===== src/rtl/fm_audio_decim.sv =====
// FM audio decimator: accumulate-and-dump by DECIM, optional DC block, saturation to OUT_W, show-ahead FIFO.
// Build option: define FM_AUDIO_DCBLOCK_EN to enable the leaky DC-removal integrator.
`timescale 1ns/1ps
module fm_audio_decim #(
  parameter int DECIM      = 64,
  parameter int LOG2_DECIM = 6,
  parameter int OUT_W      = 12,
  parameter int DC_SHIFT   = 10,
  parameter int FIFO_DEPTH = 8,
  parameter int MUTE_N     = 16
) (
  input  logic                          clk,
  input  logic                          rst,
  input  logic                          in_valid,
  input  logic signed [15:0]            in_data,
  output logic                          out_valid,
  input  logic                          out_ready,
  output logic signed [OUT_W-1:0]       out_data,
  output logic [$clog2(FIFO_DEPTH):0]   fifo_level,
  output logic                          overflow,
  input  logic                          clr_ovf
);

  localparam int ACC_W = 16 + LOG2_DECIM;
  localparam int AW    = $clog2(FIFO_DEPTH);
  localparam int MW    = (MUTE_N > 0) ? $clog2(MUTE_N + 1) : 1;
  localparam int SH    = 16 - OUT_W;
  localparam logic signed [16:0] Z_MAX = 17'((1 << (OUT_W - 1)) - 1);
  localparam logic signed [16:0] Z_MIN = 17'(-(1 << (OUT_W - 1)));

  if (DECIM != (1 << LOG2_DECIM)) begin : g_bad_decim
    $error("DECIM must equal 2**LOG2_DECIM");
  end
  if (DC_SHIFT < 1) begin : g_bad_dc_shift
    $error("DC_SHIFT must be at least 1");
  end

  logic signed [ACC_W-1:0] acc;
  logic signed [ACC_W-1:0] acc_sum;
  logic [LOG2_DECIM-1:0]   cnt;
  logic signed [15:0]      avg;
  logic                    avg_vld;

  assign acc_sum = acc + ACC_W'(in_data);

  always_ff @(posedge clk) begin
    if (rst) begin
      acc     <= '0;
      cnt     <= '0;
      avg     <= '0;
      avg_vld <= 1'b0;
    end else begin
      avg_vld <= 1'b0;
      if (in_valid) begin
        cnt <= cnt + 1'b1;
        if (&cnt) begin
          avg     <= 16'(acc_sum >>> LOG2_DECIM);
          avg_vld <= 1'b1;
          acc     <= '0;
        end else begin
          acc <= acc_sum;
        end
      end
    end
  end

  logic signed [15:0]      dc_int;
  logic signed [16:0]      y;
  logic signed [16:0]      z_full;
  logic signed [OUT_W-1:0] z_sat;
  logic [MW-1:0]           mute_cnt;
  logic                    muted;
  logic                    push;
  logic signed [OUT_W-1:0] push_data;

  always_comb begin
    y      = 17'(avg) - 17'(dc_int);
    z_full = y >>> SH;
    if (z_full > Z_MAX)      z_sat = Z_MAX[OUT_W-1:0];
    else if (z_full < Z_MIN) z_sat = Z_MIN[OUT_W-1:0];
    else                     z_sat = z_full[OUT_W-1:0];
  end

  assign muted     = mute_cnt < MW'(MUTE_N);
  assign push      = avg_vld;
  assign push_data = muted ? '0 : z_sat;

`ifdef FM_AUDIO_DCBLOCK_EN
  localparam int DC_W = 17 + DC_SHIFT;
  logic signed [DC_W-1:0] dc_acc;

  assign dc_int = 16'(dc_acc >>> DC_SHIFT);

  // Estimator keeps integrating during mute so it has settled when audio is released.
  always_ff @(posedge clk) begin
    if (rst)          dc_acc <= '0;
    else if (avg_vld) dc_acc <= dc_acc + DC_W'(y);
  end
`else
  assign dc_int = '0;
`endif

  always_ff @(posedge clk) begin
    if (rst)                 mute_cnt <= '0;
    else if (push && muted)  mute_cnt <= mute_cnt + 1'b1;
  end

  logic signed [OUT_W-1:0] mem [FIFO_DEPTH];
  logic [AW-1:0]           wr_ptr;
  logic [AW-1:0]           rd_ptr;
  logic signed [OUT_W-1:0] last_pop;
  logic                    full;
  logic                    pop;
  logic                    wr_en;

  assign out_valid = fifo_level != '0;
  assign full      = fifo_level == (AW + 1)'(FIFO_DEPTH);
  assign pop       = out_valid && out_ready;
  assign wr_en     = push && (!full || pop);
  assign out_data  = out_valid ? mem[rd_ptr] : last_pop;

  always_ff @(posedge clk) begin
    if (wr_en) mem[wr_ptr] <= push_data;
  end

  always_ff @(posedge clk) begin
    if (rst) begin
      wr_ptr     <= '0;
      rd_ptr     <= '0;
      fifo_level <= '0;
      last_pop   <= '0;
      overflow   <= 1'b0;
    end else begin
      if (wr_en) wr_ptr <= wr_ptr + 1'b1;
      if (pop) begin
        rd_ptr   <= rd_ptr + 1'b1;
        last_pop <= mem[rd_ptr];
      end
      case ({wr_en, pop})
        2'b10:   fifo_level <= fifo_level + 1'b1;
        2'b01:   fifo_level <= fifo_level - 1'b1;
        default: fifo_level <= fifo_level;
      endcase
      // A fresh drop outranks a clear in the same cycle.
      if (push && !wr_en) overflow <= 1'b1;
      else if (clr_ovf)   overflow <= 1'b0;
    end
  end

endmodule

===== config.mk =====
export PLATFORM = sky130hd
export DESIGN_NAME = fm_audio_decim
export DESIGN_NICKNAME = d
export VERILOG_FILES = /design/src/rtl/fm_audio_decim.sv
export SDC_FILE = /design/constraint.sdc
export NUM_CORES = 1
export LEC_CHECK = 0
export ABC_AREA = 1
export CORE_MARGIN = 10
export CORE_UTILIZATION = 49
export DETAILED_ROUTE_END_ITERATION = 16
export PLACE_DENSITY = 0.64
export SLEW_MARGIN = 20
export SYNTH_ARGS = -nofsm -noshare
export SYNTH_HDL_FRONTEND = slang
export SYNTH_SLANG_ARGS = --single-unit

===== constraint.sdc =====
create_clock -name clk -period 5.5 [get_ports clk]
set_input_delay 0.55 -clock clk [delete_from_list [all_inputs] [get_ports clk]]
set_output_delay 0.55 -clock clk [all_outputs]
set_load 0.03 [all_outputs]

==> summary.md, run 1 <==
| Metric | Value |
|---|---|
| Unrepaired setup endpoints after global routing | false |
| Post-CTS Hold Fix Bufs | 0 |
| Overflow after GRT | 0 |
| Vias per cell | 5.186 |
| Synth Instances | 922 |
| Layout Area Growth over Synthesis | 13.59% |
| Synthesis Warnings | 0 |
| Mean post-synth cell area | 8.796 um^2 |
| Final hold slack | 451.8 ps |
| Share of layout cells above drive strength 1 | 0.07772 |
| HP Class | flop to flop |
| DRC errors left | 0 |
| Die width | 148.7 um |
| Vias in the first global route | 5659 |
| Clock period minus worst slack | ~3400 ps |
| Clock transition at path regs | 70 ps |
| Max cap viols | 0 |
| Area share of the largest cell type after synthesis | 0.3554 |
| Final Setup Violations | 0 |
| Max-Slew Margin vs Limit | 0.3050 |
| Initial antenna violation count | 0 |
| Setup Skew | 9.932 ps |
| H-tree Lvls | 4 |
| Pwr/cell area | 454.1 nW/um^2 |
| Seq/Total Area, Yosys | 0.5332 |
| Leakage | 3.832 nW |
| Die Ht | 148.7 um |
| Fin nets | between 1000 and 1500 |
| Largest area contributor in the netlist | edfxtp_1 |
| Syn Nets | 973 |
| Placed inst area | 8640 um^2 |
| Status | complete, no violations |
| Worst VDD drop | 0.0003214 V |
| Core area | 16060 um^2 |
| Post-CTS sizing | 0 |
| Iter 0 DRT Violations | between 400 and 500 |
| GP Congestion | 0.8778 |
| CTS sink count | approximately 170 |
| Final wirelength | between 15000 and 20000 um |
| Multi-input gate area in the final layout | 3228 um^2 |
| Total Power | 4.184 mW |
| CTS tree | done |
| Starting Density | 0.5051 |
| Seq cells post-synth | 168 |
| Fin. max-slew vios | 0 |
| Placed insts | 1149 |
| Number of port buffers | 38 |
| Layout Cells excl Fill | around 1200 |
| Largest net degree at the start of global routing | 49 |
| Fmax | 293.0 MHz |
| Setup crit end kind | output port |
| Slew of the pin with the lowest slew margin | 1039 ps |
| First-pass GRT wire length | 28830 um |
| Setup fix buffers added after clock tree synthesis | 0 |
| N_diodes | 0 |
| Crit share post-route | 0.6206 |
| Synth Cell Area | 8110 um^2 |
| WS Path Type | flop to output port |
| Reg2Reg Launch Point | fifo_level[1] |
| Post-route design area | 9213 um^2 |
| Register Area | 4325 um^2 |
| Clock latency on the worst-skew pair | 430 ps |
| Wirelength per Cell | roughly 15 um |
| IO Pins | 39 |
| Routed Antenna Nets | 0 |
| CP Data Required Time | 4950 ps |
| Setup TNS | 0 ps |
| Clk buf depth | 2 |
| Worst Path Max Fanout | 26 |
| Total Routing Usage GR | 0.1632 |
| Hpwl dp | approximately 13000 um |
| CTS Buf Count | 17 |
| Row count | 46 |
| Synth top area cells | edfxtp_1 36%, dfxtp_1 18%, nand2_1 10%, inv_1 4.7%, ha_1 4.3% |
| Drt pass-1 iters | 5 |
| WP data arrival | ~2900 ps |
| Die area | 22100 um^2 |
| Layout fillers | roughly 1400 |
| Final-report hold violation count | 0 |
| Root Buffer Master | clkbuf_16 |
| Hold_sp | avg[14] |
| Vias | 6125 |
| Unique masters post-synth | 36 |
| R2R Setup Slk | between 2000 and 3000 ps |
| Crit path launch type | flop |
[state kept, by name, indices dropped and copies added, names as in the netlist, named ones only]
register and cells:
avg_vld 1, mem 96, mute_cnt 5, cnt 6, avg 12, fifo_level 4, acc 22, overflow 1
last_pop 12, wr_ptr 3, rd_ptr 3
[kinds of logic after synthesis]
kind of cell	count (synthesis)	synth area share
fa+ha+maj	30	0.04813
buf+inv	140	0.07035
xor+xnor	2	0.002160
flops	168	0.5332
compound gates	167	0.1131
simple gates	391	0.2035
mux	24	0.02962
[synthesized netlist by cell type]
cell and n:
inv_2 7, o22ai_1 13, o21ai_0 43, nand3_1 49, nand4_1 3, nor2_1 78
ha_1 28, clkbuf_2 1, nand3b_1 6, a21oi_1 60, o21bai_1 1, nor4_1 1
and2_4 1, buf_4 2, nor2_2 5, mux2i_1 24, nor2_4 1, o21ai_1 33
nand2_2 6, clkbuf_1 18, dfxtp_1 72, buf_6 2, fa_1 2, buf_2 8
edfxtp_1 96, o221ai_1 12, xnor2_1 2, nand3_2 3, or2_2 6, nor3_1 9
nor3b_1 1, a21oi_2 4, buf_8 1, o21a_1 1, nand2_1 222, inv_1 101
[critical path: stages (launching register included)]
cell and delay (ps):
dfxtp_2 560, buf_4 480, mux2i_1 180, o221ai_1 220, o21ai_1 140, o21ai_1 150, clkdlybuf4s50_1 680
[metrics by stage]
stage	util	setup WS, ps
2_1_floorplan	-	3067
3_3_place_gp	0.5377	2589
3_5_place_dp	0.5380	2579
4_1_cts	0.5732	2086
5_1_grt	0.5737	1909
6_report	0.5737	2087
[layout make-up]
| class | count | share of cell area |
|---|---|---|
| timing repair buffer | 43 | 0.04536 |
| inverter | 108 | 0.04400 |
| sequential | 168 | 0.4695 |
| clock inverter | 15 | 0.01521 |
| clock buffer | 17 | 0.04618 |
| tap | 216 | 0.02934 |
| multi-input combinational | 614 | 0.3504 |
[cells in the final DEF (no fill, tap or decap), drive strengths merged, types with 6 or more instances in the layout]
cell,instances
mux2i,24
dfxtp,72
clkbuf,17
nand2,228
edfxtp,96
nor2,84
nor3,9
nand3b,6
o22ai,13
clkdlybuf4s50,38
o221ai,12
nand3,52
a21oi,64
inv,116
o21ai,76
ha,28
or2,6
[report_power, final]
| part | switching (mW) | leakage [nW] | total [mW] | internal [mW] |
|---|---|---|---|---|
| clock network | 0.521 | 0.280 | 1.15 | 0.634 |
| logic | 0.974 | 2.08 | 1.56 | 0.589 |
| registers | 0.0648 | 1.48 | 1.47 | 1.40 |
| total | 1.56 | 3.83 | 4.18 | 2.62 |
[path summary, 6_finish.rpt]
kind / to / cells after the start
setup / recovery: out_data[9] / 6
hold / removal: avg[14] / 2
setup reg to reg: fifo_level[3] / 12
hold reg to reg: avg[14] / 2
[layer usage]
metal | track usage | vias up | share of wire
met1 | 0.2222 | 2791 | 0.49
met5 | 0 | - | 0
li1 | - | 3158 | -
met4 | 0.05104 | 0 | 0.012
met2 | 0.2502 | 157 | 0.44
met3 | 0.03975 | 19 | 0.050
(Power assumes the default switching activity.)
==> run 2, diff against run 1 <==
==> constraint.sdc (replaced) <==
create_clock -name clk -period 3.4 [get_ports clk]
set_input_delay 0.34 -clock clk [delete_from_list [all_inputs] [get_ports clk]]
set_output_delay 0.34 -clock clk [all_outputs]
set_load 0.03 [all_outputs]
==> summary.md, run 2 (synthesis results as in run 1) <==
| Metric | Value |
|---|---|
| Initial antenna violation count | 0 |
| Biggest regs | mem x96, acc x22 |
| Final wirelength | between 15000 and 20000 um |
| Starting Density | 0.5051 |
| Hpwl dp | 12040 um |
| Final Setup Violations | 0 |
| Overflow after GRT | 0 |
| Slew of the pin with the lowest slew margin | 950.5 ps |
| Max incr delay on CP | 680 ps |
| Crit path launch type | flop |
| Crit-path slowest cell | clkdlybuf4s50_1 |
| Routed Antenna Nets | 0 |
| CTS sink count | 168 |
| CTS Buf Count | 17 |
| First-pass GRT wire length | 28670 um |
| Clock latency on the worst-skew pair | ~420 ps |
| Crit path buf inv count | 2 |
| Crit-path most repeated cell | o21ai_1 |
| Final-report hold violation count | 0 |
| Crit share post-route | 0.8799 |
| Iter 0 DRT Violations | approximately 340 |
| Total Routing Usage GR | 0.1610 |
| Number of port buffers | 38 |
| Worst VDD drop | just over 0.0007 V |
| Leading cell type in the layout, fill and taps excluded | nand2_1 |
| Wirelength per Cell | 14.64 um |
| Clock transition at path regs | 60 ps |
| Unrepaired setup endpoints after global routing | false |
| Number of flip-flops in the largest register | 96 |
| Leakage | 3.901 nW |
| Root Buffer Master | clkbuf_16 |
| Status | complete, no violations |
| Die area | 22100 um^2 |
| Core area | 16060 um^2 |
| N_diodes | 0 |
| Die width | 148.7 um |
| Vias in the first global route | about 5700 |
| CP delay by family, top | buffers and inverters |
| Setup crit end kind | output port |
| HP Class | flop to flop |
| Max-Slew Margin vs Limit | 0.3640 |
| Share of layout cells above drive strength 1 | 0.08197 |
| Total Power | around 6.8 mW |
| Die Ht | 148.7 um |
| Biggest register | mem |
| H-tree Lvls | 4 |
| Fmax | 334.3 MHz |
| CP Data Required Time | 3060 ps |
| Clock period minus worst slack | 2992 ps |
| WP data arrival | 2650 ps |
| GP Congestion | 0.8893 |
| Worst Path Max Fanout | 27 |
| Setup TNS | 0 ps |
| WS Path Type | flop to output port |
| Vias per cell | slightly above 5 |
| DRC errors left | 0 |
| Pwr/cell area | 729.0 nW/um^2 |
| Setup Skew | 9.011 ps |
| Largest net degree at the start of global routing | 49 |
| Row count | 46 |
| Post-CTS sizing | 0 |
| Clk buf depth | 2 |
| Drt pass-1 iters | 5 |
| Fin. max-slew vios | 0 |
| Layout Area Growth over Synthesis | 14.73% |
| Fin nets | 1014 |
| Post-CTS Hold Fix Bufs | 0 |
| Max cap viols | 0 |
| Commonest non-fill, non-tap cells in the layout | 222 x nand2_1, 101 x inv_1, 96 x edfxtp_1 |
| Vias | 6075 |
| Setup fix buffers added after clock tree synthesis | 0 |
| Worst path cell trace | buf_12, o21ai_0, o221ai_1, o21ai_1, o21ai_1, clkdlybuf4s50_1 |
| CTS tree | done |
| IO Pins | 39 |
## run 2: where the power goes
part           switching, mW  leakage (nW)  internal [mW]
registers              0.116          1.48           2.27
clock network          0.797         0.287           1.05
logic                   1.58          2.14          0.971
## run 2: per-stage QoR
step           std cells  hold WS, ps  utilization  instance area, um^2  setup slack, ps
2_1_floorplan        922        426.5            -                 8110            967.2
3_3_place_gp        1160        439.3       0.5436                 8730            790.4
4_1_cts             1192        454.3       0.5795                 9305            375.5
5_1_grt             1192        468.1       0.5795                 9305            194.0
6_report            1192        452.7       0.5795                 9305            408.4
3_5_place_dp        1160        441.1       0.5436                 8730            791.4
## run 2: final timing paths
kind	slack, ps	cells after the start	end	startpoint
hold / removal	450	2	avg[11]	avg[11]
hold reg to reg	450	2	avg[11]	avg[11]
setup reg to reg	860	12	fifo_level[3]	fifo_level[1]
setup / recovery	410	6	out_data[3]	flop
## run 2: cell type report
type | instances | area (um^2)
Multi-Input combinational cell | 614 | 3216
Tap cell | 216 | 270.3
Timing Repair Buffer | 54 | 513.0
Sequential cell | 168 | 4325
Fill cell | 1399 | 6753
Clock buffer | 23 | 499.2
Clock inverter | 9 | 76.32
Inverter | 108 | 405.4
## run 2: per-layer routing
metal | vias to the layer above | wire length (um) | track usage
met5 | - | 0 | 0
met4 | 0 | 156 | 0.04311
met3 | 14 | 865 | 0.03550
met2 | 119 | 7999 | 0.2556
met1 | 2755 | 8433 | 0.2166
li1 | 3187 | - | -
## run 2: worst reg2reg max path, delay by kind of cell, from the launching register on
family                   cells  cell delay, ps
AO/OA/AOI/OAI                5             560
adder cells (fa/ha/maj)      2             610
buffers and inverters        1             100
flip-flops                   1             340
AND/OR/NAND/NOR              4             830
